$ cat src/rtl/dmem_arb_pkg.sv
// Shared types and constants for the dual-port data-memory arbiter.
// The address range check is built only when DMEM_ARB_ADDR_CHECK_EN is defined.
package dmem_arb_pkg;

  localparam int DW            = 8;
  localparam int AW            = 8;
  localparam int DEPTH_DEFAULT = 64;

  // Arbiter FSM: free arbitration, or the grant held by r0 / r1.
  typedef enum logic [1:0] {
    IDLE  = 2'd0,
    LOCK0 = 2'd1,
    LOCK1 = 2'd2
  } state_e;

endpackage

$ cat src/rtl/dmem_rr_pick.sv
// Two-way round-robin winner pick.
// ptr_i names the requester served last, and mask_i lists which requesters
// may be granted this cycle.
module dmem_rr_pick (
  input  logic [1:0] req_i,
  input  logic       ptr_i,
  input  logic [1:0] mask_i,
  output logic [1:0] gnt_o
);

  logic [1:0] elig;

  assign elig = req_i & mask_i;

  // Single eligible requester wins outright; on a tie the one not served last wins.
  always_comb begin
    // NOTE: every output of a combinational block gets a default first, so no path leaves it unassigned and no latch is inferred.
    gnt_o = 2'b00;
    case (elig)
      2'b01:   gnt_o = 2'b01;
      2'b10:   gnt_o = 2'b10;
      2'b11:   gnt_o = ptr_i ? 2'b01 : 2'b10;
      default: gnt_o = 2'b00;
    endcase
  end

endmodule

$ cat src/rtl/dmem_arb.sv
// Data-memory arbiter: r0 is the core load/store port and r1 is the DMA/host port.
// A requester can hold the grant with its lock input, for at most LOCK_MAX
// grants in a row.
// Define DMEM_ARB_ADDR_CHECK_EN to reject accesses at addr >= DEPTH.
module dmem_arb
  import dmem_arb_pkg::*;
#(
  parameter int DEPTH    = DEPTH_DEFAULT,
  parameter int LOCK_MAX = 8
) (
  input  logic          clk,
  input  logic          reset,
  input  logic          r0_req,
  input  logic          r0_we,
  input  logic [AW-1:0] r0_addr,
  input  logic [DW-1:0] r0_wdata,
  input  logic          r0_lock,
  input  logic          r1_req,
  input  logic          r1_we,
  input  logic [AW-1:0] r1_addr,
  input  logic [DW-1:0] r1_wdata,
  input  logic          r1_lock,
  output logic          r0_gnt,
  output logic          r0_rvalid,
  output logic [DW-1:0] r0_rdata,
  output logic          r0_err,
  output logic          r1_gnt,
  output logic          r1_rvalid,
  output logic [DW-1:0] r1_rdata,
  output logic          r1_err,
  output logic [AW-1:0] mem_addr,
  output logic          mem_wr_en,
  output logic [DW-1:0] mem_dat_in,
  input  logic [DW-1:0] mem_dat_out
);

  localparam int            CW       = $clog2(LOCK_MAX + 1);
  localparam logic [CW-1:0] LOCK_CAP = CW'(LOCK_MAX);

  if (DEPTH < 1 || DEPTH > (1 << AW) || LOCK_MAX < 1) begin : g_param_check
    $error("dmem_arb: DEPTH must be 1..2**AW and LOCK_MAX at least 1");
  end

  state_e            state_q, state_d;
  logic              ptr_q, ptr_d;
  logic [CW-1:0]     cnt_q, cnt_d;
  logic [1:0]        rvalid_q, rvalid_d;
  logic [1:0][DW-1:0] rdata_q, rdata_d;

  logic [1:0]        req;
  logic [1:0]        lock_mask;
  logic [1:0]        gnt;
  logic              any_gnt;
  logic              win;
  logic              win_we;
  logic              win_lock;
  logic [AW-1:0]     win_addr;
  logic [DW-1:0]     win_wdata;
  logic              addr_bad;
  logic [CW-1:0]     cnt_inc;

  assign req = {r1_req, r0_req};

  // A held lock lets only its owner through; reset blocks every grant.
  always_comb begin
    lock_mask = 2'b11;
    case (state_q)
      LOCK0:   lock_mask = 2'b01;
      LOCK1:   lock_mask = 2'b10;
      default: lock_mask = 2'b11;
    endcase
    if (reset) lock_mask = 2'b00;
  end

  dmem_rr_pick u_pick (
    .req_i  (req),
    .ptr_i  (ptr_q),
    .mask_i (lock_mask),
    .gnt_o  (gnt)
  );

  assign r0_gnt    = gnt[0];
  assign r1_gnt    = gnt[1];
  assign any_gnt   = |gnt;
  assign win       = gnt[1];
  assign win_we    = win ? r1_we    : r0_we;
  assign win_lock  = win ? r1_lock  : r0_lock;
  assign win_addr  = win ? r1_addr  : r0_addr;
  assign win_wdata = win ? r1_wdata : r0_wdata;

`ifdef DMEM_ARB_ADDR_CHECK_EN
  assign addr_bad = any_gnt && (int'(win_addr) >= DEPTH);
`else
  assign addr_bad = 1'b0;
`endif

  // The memory bus carries the winner's access; it is parked at zero when nothing is granted.
  assign mem_addr   = any_gnt ? win_addr  : '0;
  assign mem_dat_in = any_gnt ? win_wdata : '0;
  assign mem_wr_en  = any_gnt & win_we & ~addr_bad;

  assign cnt_inc = cnt_q + 1'b1;

  // Lock FSM, round-robin pointer and consecutive-lock counter.
  always_comb begin
    state_d = state_q;
    ptr_d   = ptr_q;
    cnt_d   = cnt_q;
    // The lock owner dropping its request frees the arbiter (no grant this cycle).
    if ((state_q == LOCK0 && !r0_req) || (state_q == LOCK1 && !r1_req)) begin
      state_d = IDLE;
      cnt_d   = '0;
    end
    if (any_gnt) begin
      ptr_d = win;
      if (win_lock && cnt_inc < LOCK_CAP) begin
        state_d = win ? LOCK1 : LOCK0;
        cnt_d   = cnt_inc;
      end else begin
        // Lock released, or LOCK_MAX grants used up: back to arbitration with
        // the pointer already favouring the other requester.
        state_d = IDLE;
        cnt_d   = '0;
      end
    end
  end

  // Read return path: capture the memory data at the grant edge.
  always_comb begin
    rvalid_d = 2'b00;
    rdata_d  = rdata_q;
    if (any_gnt && !win_we) begin
      rvalid_d[win] = 1'b1;
      rdata_d[win]  = addr_bad ? '0 : mem_dat_out;
    end
  end

  // Control and read-return registers with synchronous reset.
  always_ff @(posedge clk) begin
    // NOTE: registers are written with <= so every flop samples pre-edge values and the order of statements cannot matter.
    if (reset) begin
      state_q  <= IDLE;
      ptr_q    <= 1'b1;
      cnt_q    <= '0;
      rvalid_q <= 2'b00;
      // NOTE: rdata is a plain two-entry register (not a memory array), so it is reset like any other flop.
      rdata_q  <= '0;
    end else begin
      state_q  <= state_d;
      ptr_q    <= ptr_d;
      cnt_q    <= cnt_d;
      rvalid_q <= rvalid_d;
      rdata_q  <= rdata_d;
    end
  end

  // A read granted just before reset rises is dropped, not returned.
  assign r0_rvalid = rvalid_q[0] & ~reset;
  assign r1_rvalid = rvalid_q[1] & ~reset;
  assign r0_rdata  = rdata_q[0];
  assign r1_rdata  = rdata_q[1];

`ifdef DMEM_ARB_ADDR_CHECK_EN
  logic [1:0] err_q, err_d;

  // One-cycle error pulse for an out-of-range access.
  always_comb begin
    err_d = 2'b00;
    if (addr_bad) err_d[win] = 1'b1;
  end

  // Error pulse register.
  always_ff @(posedge clk) begin
    if (reset) err_q <= 2'b00;
    else       err_q <= err_d;
  end

  assign r0_err = err_q[0] & ~reset;
  assign r1_err = err_q[1] & ~reset;
`else
  assign r0_err = 1'b0;
  assign r1_err = 1'b0;
`endif

endmodule

$ cat config.mk
export PLATFORM = sky130hd
export DESIGN_NAME = dmem_arb
export DESIGN_NICKNAME = d
export VERILOG_FILES = /design/src/rtl/dmem_arb_pkg.sv /design/src/rtl/dmem_rr_pick.sv /design/src/rtl/dmem_arb.sv
export SDC_FILE = /design/constraint.sdc
export NUM_CORES = 1
export LEC_CHECK = 0
export ABC_AREA = 0
export BUFFER_PORTS_ARGS = -buffer_cell sky130_fd_sc_hd__buf_2
export CELL_PAD_IN_SITES_DETAIL_PLACEMENT = 0
export CELL_PAD_IN_SITES_GLOBAL_PLACEMENT = 1
export CORE_ASPECT_RATIO = 1.5
export CORE_UTILIZATION = 29
export DETAILED_ROUTE_END_ITERATION = 10
export PLACE_DENSITY_LB_ADDON = 0.1
export SKIP_CTS_REPAIR_TIMING = 1
export SYNTH_ARGS = -nofsm -noshare
export SYNTH_HDL_FRONTEND = slang
export SYNTH_HIERARCHICAL = 1
export SYNTH_SLANG_ARGS = --single-unit
export TNS_END_PERCENT = 20
$ cat constraint.sdc
create_clock -name clk -period 4.3 [get_ports clk]
set_input_delay 0.645 -clock clk [delete_from_list [all_inputs] [get_ports clk]]
set_output_delay 0.645 -clock clk [all_outputs]
set_load 0.02 [all_outputs]
==> flow_metrics.tcl, run 1 <==
set metrics [dict create \
    grtUsageTotal_pct 15.1 \
    h-tree-depth 1 \
    postLayoutCellArea_mm2 0.00176 \
    drc 0 \
    ys_seq_area_share_pct 39.6 \
    relSlewSlack_pct 42.6 \
    power_leakage_nw 0.855 \
    fin_cells 301 \
    worstPathMaxFanout 19 \
    synth-seq-cells 25 \
    final_antenna_net_count 0 \
    wl_per_cell_um 11.5 \
    antenna_found_initial 0 \
    cp_slowest_stage_delay_ps 660 \
    switching_share_pct 29.5 \
    final_common_cell "buf_2" \
    area_delta_synth_final_pct 39.3 \
    cts_root_buffer "clkbuf_8" \
    power_mw 0.504 \
    dpl_cell_area_mm2 0.00172 \
    avgViaCountPerCell 4.72 \
    routed_wl_um 3460 \
    grt_max_degree 28 \
    grt_pass1_wl_um 5780 \
    yosys_warnings 6 \
    p_seq_share_pct 48.7 \
    switchingPower_mw 0.149 \
    core_area_mm2 0.00421 \
    synth_top_cell_by_area "dfxtp_1" \
    synth.avg_cell_area_um2 7.19 \
    maxCapViolations 0 \
    drive_gt1_share_pct 37.6 \
    min_from "r1_rdata[4]" \
    rsz0062_at_grt "false" \
    dieWidth_um 55.9 \
    start_kind "input port" \
    synthesis.area_mm2 0.00126 \
    cts_buffer_depth 2 \
    maxSlewViolCount 0 \
    path_cells "buf_2 -> a21oi_1 -> nand2_1 -> a31oi_2 -> buf_4 -> nand2_1 -> o21ai_0 -> buf_2" \
    cts_buffers 3 \
    placed_cells 297 \
    clock_sinks 25 \
    row_count 29 \
    die_height_um 82.9 \
    diodes 0 \
    fin_tns_setup_ps 0 \
    critical_path_class "input port to output pin" \
    worst_pin_slew_ps 857 \
    clock_power_share_pct 26.4 \
    io_buffers 84 \
    crit_required_ps 3650 \
    comb_power_share_pct 24.9 \
    fillers 488 \
    cp.depth 8 \
    p_int_mw 0.355 \
    ff2ff_setup_slack_ps 1780 \
    clkLatencyLatePin_ps 260 \
    hpwlAfterDp_um 2710 \
    synth_cell_types 26 \
    setup_viol 0 \
    synth_top_area_share_pct 39.6 \
    reg2reg_from "state_q[1]" \
    cpLargestDelayFamily "compound AO/OA/AOI/OAI gates" \
    final_cell_mix "buf_2, nand2_1, dfxtp_1, o21ai_0, nor2_1" \
    clk_pin_slew_ps 80 \
    firstDrtPassIters 4 \
    endpoint_kind "output pin" \
    routabilityCongestion 0.733 \
    rr_endpoint "r1_rdata[2]" \
    max_freq_ghz 0.344 \
    nets 305 \
    hold_viol 0 \
    io_pins 87 \
    utilization_pct 41.9 \
    syn_inst 176 \
    cp_slowest_cell "a31oi_2" \
    ir_worst_vdd_mv 0.207 \
    grt_pass1_vias 1299 \
    finalCritPeriodShare_pct 67.7 \
    initial_core_util_pct 30.1 \
    status "complete, no violations" \
    critPathArrivalTime_ps 2270 \
    vias 1422 \
    reg2reg_depth 8 \
    whs_path_depth 2 \
    fin_crit_ps 2910 \
    drt_iter0_drc 69 \
    powerDensity_mw_per_mm2 286 \
    grt-ovfl-total 0 \
    hold_class "flip-flop to flip-flop" \
    cts_tree "built" \
    path_buf_inv 3 \
    hold_end "r1_rdata[4]" \
    ys_top_cells_by_area "dfxtp_1, nand2_1, o21ai_0, mux2i_1, nor2_1" \
    dieArea_mm2 0.00464 \
    finalClockSkew_ps 4.53 \
]
## worst max-delay path by stage
stage	start	endpoint	slack [ps]
2_1_floorplan	reset	mem_addr[4]	1300
3_3_place_gp	reset	mem_addr[6]	1420
3_5_place_dp	reset	mem_addr[6]	1380
4_1_cts	reset	mem_addr[6]	1370
5_1_grt	state_q[1]	mem_dat_in[2]	1160
6_report	reset	mem_addr[6]	1390
## worst min-delay path, delay by kind of cell, from the launching register on
kind	cells	cell delay [ps]
AOI/OAI and AO/OA	1	50
DFF	1	310
and+or+nand+nor	1	50
## state kept, by name, summed over array words and instances, names as in the netlist
register / count
state_q: 2
r1_rdata: 8
ptr_q: 1
rvalid_q: 2
cnt_q: 4
r0_rdata: 8
## final cells by class
cell class	count	area [um2]	share of cell area, %
Multi-Input combinational cell	135	697	39.6
Sequential cell	25	500	28.4
Timing Repair Buffer	88	450	25.6
Tap cell	46	57.6	3.27
Clock buffer	4	45.0	2.56
Inverter	3	11.3	0.639
## cells by family (layout without fill, tap and decap cells)
family,after synthesis,after routing,synth area share [%]
buf+inv,17,95,6.53
other cells,1,2,0.296
xor+xnor,1,1,0.693
compound gates,40,40,18.1
fa+ha+maj,1,1,0.989
simple gates,83,83,27.5
mux,8,8,6.33
flops,25,25,39.6
## metal layers
metal / track usage [%] / part of all wire, % / vias up
met5: 0 / 0 / -
met2: 28.0 / 51 / 61
met3: 1.71 / 7.0 / 2
li1: - / - / 733
met1: 17.7 / 41 / 626
met4: 4.66 / 0.81 / 0
## synth_stat cells
| cell | instances |
|---|---|
| a21oi_1 | 11 |
| a22oi_2 | 1 |
| a31oi_1 | 3 |
| a32oi_1 | 1 |
| and3b_2 | 1 |
| buf_2 | 3 |
| buf_4 | 4 |
| clkbuf_1 | 7 |
| conb_1 | 1 |
| dfxtp_1 | 25 |
| ha_1 | 1 |
| inv_1 | 3 |
| mux2i_1 | 8 |
| nand2_1 | 54 |
| nand2b_1 | 1 |
| nand3_1 | 1 |
| nor2_1 | 16 |
| nor2b_1 | 6 |
| nor3_1 | 2 |
| nor3b_1 | 1 |
| o211a_1 | 1 |
| o211ai_1 | 1 |
| o21ai_0 | 21 |
| o311a_2 | 1 |
| or3b_1 | 1 |
| xor2_1 | 1 |
## power groups by stage
stage / combinational, mW / sequential (mW) / clock [mW]
4_1_cts: 0.128 / 0.245 / 0.142
3_3_place_gp: 0.128 / 0.251 / 0
5_1_grt: 0.140 / 0.247 / 0.148
6_report: 0.125 / 0.245 / 0.133
3_5_place_dp: 0.128 / 0.251 / 0
2_1_floorplan: 0.0710 / 0.256 / 0
## through the flow
step / hold WS, ps / worst slack, ps
finish: 455 / 1390
CTS: 458 / 1370
global route: 479 / 1160
floorplan: 458 / 1300
detailed placement: 446 / 1380
global placement: 444 / 1420
Note: power is estimated with default switching activity, not from simulation.
==> inputs of run 2 (changes only) <==
--- a/config.mk
+++ b/config.mk
@@ -10,7 +10,7 @@
 export CELL_PAD_IN_SITES_DETAIL_PLACEMENT = 0
 export CELL_PAD_IN_SITES_GLOBAL_PLACEMENT = 1
 export CORE_ASPECT_RATIO = 1.5
-export CORE_UTILIZATION = 29
+export CORE_UTILIZATION = 27
 export DETAILED_ROUTE_END_ITERATION = 10
 export PLACE_DENSITY_LB_ADDON = 0.1
 export SKIP_CTS_REPAIR_TIMING = 1
==> constraint.sdc (replaced) <==
create_clock -name clk -period 2.95 [get_ports clk]
set_input_delay 0.4425 -clock clk [delete_from_list [all_inputs] [get_ports clk]]
set_output_delay 0.4425 -clock clk [all_outputs]
set_load 0.02 [all_outputs]
==> flow_metrics.tcl, run 2 (synthesis gave the netlist of run 1 again) <==
set metrics [dict create \
    status "finished with violations" \
    violations "DRC" \
    max_freq_ghz 0.389 \
    initial_core_util_pct 28.1 \
    crit_required_ps 2510 \
    avgViaCountPerCell 4.60 \
    grt-ovfl-total 0 \
    nets 305 \
    row_count 30 \
    postLayoutCellArea_mm2 0.00179 \
    min_from "mem_dat_out[5]" \
    diodes 0 \
    power_leakage_nw 0.858 \
    final_cell_mix "buf_2, nand2_1, dfxtp_1, o21ai_0, nor2_1" \
    critical_path_class "flip-flop to output pin" \
    clk_pin_slew_ps 90 \
    drive_gt1_share_pct 38.0 \
    hold_viol 0 \
    grtUsageTotal_pct 14.0 \
    start_kind "flip-flop" \
    core_area_mm2 0.00450 \
    cp_slowest_stage_delay_ps 640 \
    dieArea_mm2 0.00497 \
    worst_slack_ps 381 \
    grt_max_degree 30 \
    drt_iter0_drc 56 \
    cts_buffer_depth 2 \
    powerDensity_mw_per_mm2 418 \
    critPathLaunch "state_q[0]" \
    cts_buffers 3 \
    worstPathMaxFanout 23 \
    placed_cells 299 \
    power_mw 0.748 \
    firstDrtPassIters 10 \
    hold_class "input port to flip-flop" \
    clock_sinks 25 \
    finalClockSkew_ps 2.13 \
    fin_crit_ps 2570 \
    clkLatencyLatePin_ps 260 \
    routed_wl_um 3400 \
    final_antenna_net_count 0 \
    place_ws_ps 552 \
    grt_pass1_wl_um 5620 \
    endpoint_kind "output pin" \
    h-tree-depth 1 \
    relSlewSlack_pct 56.4 \
    multi_input_area_um2 706 \
    fin_tns_setup_ps 0 \
    drc 10 \
    fin_cells 303 \
    dpl_cell_area_mm2 0.00174 \
    cp_slowest_cell "o211a_1" \
    setup_viol 0 \
    area_delta_synth_final_pct 41.4 \
    ir_worst_vdd_mv 0.238 \
    reg2reg_from "state_q[0]" \
    path_cells "inv_1 -> a21oi_1 -> o211a_1 -> nand2_1 -> o21ai_0 -> buf_2" \
    cts_tree "built" \
    wl_per_cell_um 11.2 \
    maxSlewViolCount 0 \
    antenna_found_initial 0 \
    cts_root_buffer "clkbuf_8" \
    worst_pin_slew_ps 655 \
    grt_pass1_vias 1264 \
    io_pins 87 \
    maxCapViolations 0 \
    final_common_cell "buf_2" \
    ff_latch_area_um2 500 \
    die_height_um 85.8 \
    rsz0062_at_grt "false" \
    routabilityCongestion 0.765 \
    dieWidth_um 57.9 \
    finalCritPeriodShare_pct 87.1 \
    vias 1393 \
    hpwlAfterDp_um 2550 \
    fillers 501 \
    io_buffers 84 \
    critPathArrivalTime_ps 2130 \
]
[run 2: worst max-delay path, delay by kind of cell (launching register included)]
family | cells | cell delay [ps]
AOI/OAI and AO/OA | 3 | 1100
DFF | 1 | 380
buffers and inverters | 2 | 270
and+or+nand+nor | 1 | 100
[run 2: layout make-up]
type	instances	share of cell area [%]
well taps	48	3.36
clock buffers	3	2.31
clock inverters	1	0.420
repair buffers	88	25.9
multi-input cells	135	39.4
inverters	3	0.629
flip-flops and latches	25	28.0
[run 2: path summary, 6_finish.rpt]
check,end,depth (start not counted),slack [ps]
worst max-delay path,mem_dat_in[1],6,380
worst min-delay path,r1_rdata[5],3,420
worst max register to register,r0_rdata[1],7,700
worst min register to register,r1_rdata[0],2,460
[run 2: metrics by stage]
step                      hold slack (ps)  utilization (%)
after floorplan                       458                -
after global placement                442             38.6
after detailed placement              449             38.6
after CTS                             409             39.7
after global routing                  405             39.7
final                                 416             39.7
[run 2: layer usage]
layer	part of all wire [%]	global-route usage, %
met5	0	0
met4	0.82	5.19
met3	8.7	2.71
met2	48	25.6
met1	42	15.7
[run 2: power by group]
group	switching [mW]	total, mW	internal, mW
logic	0.112	0.186	0.0743
clock network	0.108	0.204	0.0956
registers	0.00851	0.358	0.349
total	0.229	0.748	0.519
==> inputs of run 3 (changes only) <==
--- a/config.mk
+++ b/config.mk
@@ -10,7 +10,7 @@
 export CELL_PAD_IN_SITES_DETAIL_PLACEMENT = 0
 export CELL_PAD_IN_SITES_GLOBAL_PLACEMENT = 1
 export CORE_ASPECT_RATIO = 1.5
-export CORE_UTILIZATION = 27
+export CORE_UTILIZATION = 24
 export DETAILED_ROUTE_END_ITERATION = 10
 export PLACE_DENSITY_LB_ADDON = 0.1
 export SKIP_CTS_REPAIR_TIMING = 1
==> constraint.sdc (replaced) <==
create_clock -name clk -period 2.32 [get_ports clk]
set_input_delay 0.348 -clock clk [delete_from_list [all_inputs] [get_ports clk]]
set_output_delay 0.348 -clock clk [all_outputs]
set_load 0.02 [all_outputs]
==> flow_metrics.tcl, run 3 (synthesis gave the netlist of run 1 again) <==
set metrics [dict create \
    status "complete, no violations" \
    grtUsageTotal_pct 11.8 \
    core_area_mm2 0.00512 \
    start_kind "flip-flop" \
    nets 309 \
    final_common_cell "buf_2" \
    power_leakage_nw 0.877 \
    clkLatencyLatePin_ps 260 \
    power_mw 0.943 \
    initial_core_util_pct 24.7 \
    maxSlewViolCount 0 \
    hold_class "input port to flip-flop" \
    place_ws_ps 272 \
    grt_max_degree 26 \
    critPathArrivalTime_ps 1830 \
    grt_pass1_vias 1167 \
    whs_path_depth 3 \
    endpoint_kind "output pin" \
    rsz0062_at_grt "true" \
    io_buffers 84 \
    comb_power_share_pct 25.5 \
    antenna_found_initial 0 \
    io_pins 87 \
    dieWidth_um 61.3 \
    drc 0 \
    fillers 600 \
    clock_power_share_pct 26.3 \
    max_freq_ghz 0.459 \
    maxCapViolations 0 \
    cts_root_buffer "clkbuf_8" \
    final_cell_mix "buf_2, nand2_1, dfxtp_1, o21ai_0, nor2_1" \
    clock_sinks 25 \
    vias 1382 \
    firstDrtPassIters 3 \
    worst_slack_ps 143 \
    wl_per_cell_um 10.4 \
    finalCritPeriodShare_pct 93.8 \
    crit_required_ps 1970 \
    p_seq_share_pct 48.3 \
    reg2reg_depth 8 \
    drive_gt1_share_pct 39.0 \
    grt-ovfl-total 0 \
    avgViaCountPerCell 4.23 \
    ir_worst_vdd_mv 0.376 \
    cts_tree "built" \
    hold_viol 0 \
    setup_viol 0 \
    row_count 32 \
    final_antenna_net_count 0 \
    drt_iter0_drc 20 \
    hpwlAfterDp_um 2600 \
    routed_wl_um 3400 \
    area_delta_synth_final_pct 44.8 \
    worstPathMaxFanout 18 \
    finalClockSkew_ps 5.49 \
    routabilityCongestion 0.673 \
    cts_buffer_depth 2 \
    p_int_mw 0.663 \
    fin_crit_ps 2180 \
    grt_pass1_wl_um 5120 \
    die_height_um 90.9 \
    h-tree-depth 1 \
    powerDensity_mw_per_mm2 515 \
    dieArea_mm2 0.00557 \
    switching_share_pct 29.6 \
    cts_buffers 3 \
    diodes 0 \
    clk_pin_slew_ps 80 \
    critical_path_class "flip-flop to output pin" \
    switchingPower_mw 0.279 \
]
## run 3: metal layers
layer | GRT usage, % | part of all wire, % | routed length (um) | up-vias
li1 | - | - | - | 742
met1 | 13.3 | 44 | 1510 | 580
met2 | 21.6 | 47 | 1610 | 58
met3 | 1.29 | 7.6 | 258 | 2
met4 | 3.98 | 0.68 | 23 | 0
met5 | 0 | 0 | 0 | -
## run 3: per-stage QoR
step | util, % | cells | setup TNS (ps) | hold WS (ps) | area (um2)
floorplan | - | 177 | 0 | 458 | 1270
global placement | 34.5 | 321 | 0 | 441 | 1770
detailed placement | 34.5 | 321 | 0 | 448 | 1770
CTS | 35.4 | 325 | 0 | 311 | 1810
global route | 35.7 | 327 | -474 | 329 | 1830
finish | 35.7 | 327 | 0 | 326 | 1830
## run 3: final timing paths
kind,start,to,slack [ps]
worst max register to register,state_q[0],cnt_q[2],420
worst max-delay path,state_q[1],mem_addr[1],140
worst min register to register,r1_rdata[0],r1_rdata[0],460
worst min-delay path,mem_dat_out[4],r1_rdata[4],330
## run 3: worst max-delay path, cell delays in order, from the launching register on
cell	delay (ps)
dfxtp_1	420
inv_1	60
a21oi_1	120
nand2_1	120
a31oi_4	260
buf_4	260
nand2_1	60
o21ai_0	80
buf_2	190
## run 3: power by group through the flow
stage | clock network, mW | registers [mW] | logic (mW)
global route | 0.273 | 0.458 | 0.269
finish | 0.248 | 0.455 | 0.240
detailed placement | 0 | 0.465 | 0.240
floorplan | 0 | 0.474 | 0.132
global placement | 0 | 0.465 | 0.241
CTS | 0.263 | 0.455 | 0.240
## run 3: cell type report
| cell class | instances | area, um2 | area share, % |
|---|---|---|---|
| multi-input cells | 135 | 709 | 38.7 |
| flip-flops and latches | 25 | 500 | 27.3 |
| repair buffers | 92 | 480 | 26.2 |
| well taps | 68 | 85.1 | 4.64 |
| clock buffers | 4 | 45.0 | 2.46 |
| inverters | 3 | 11.3 | 0.615 |
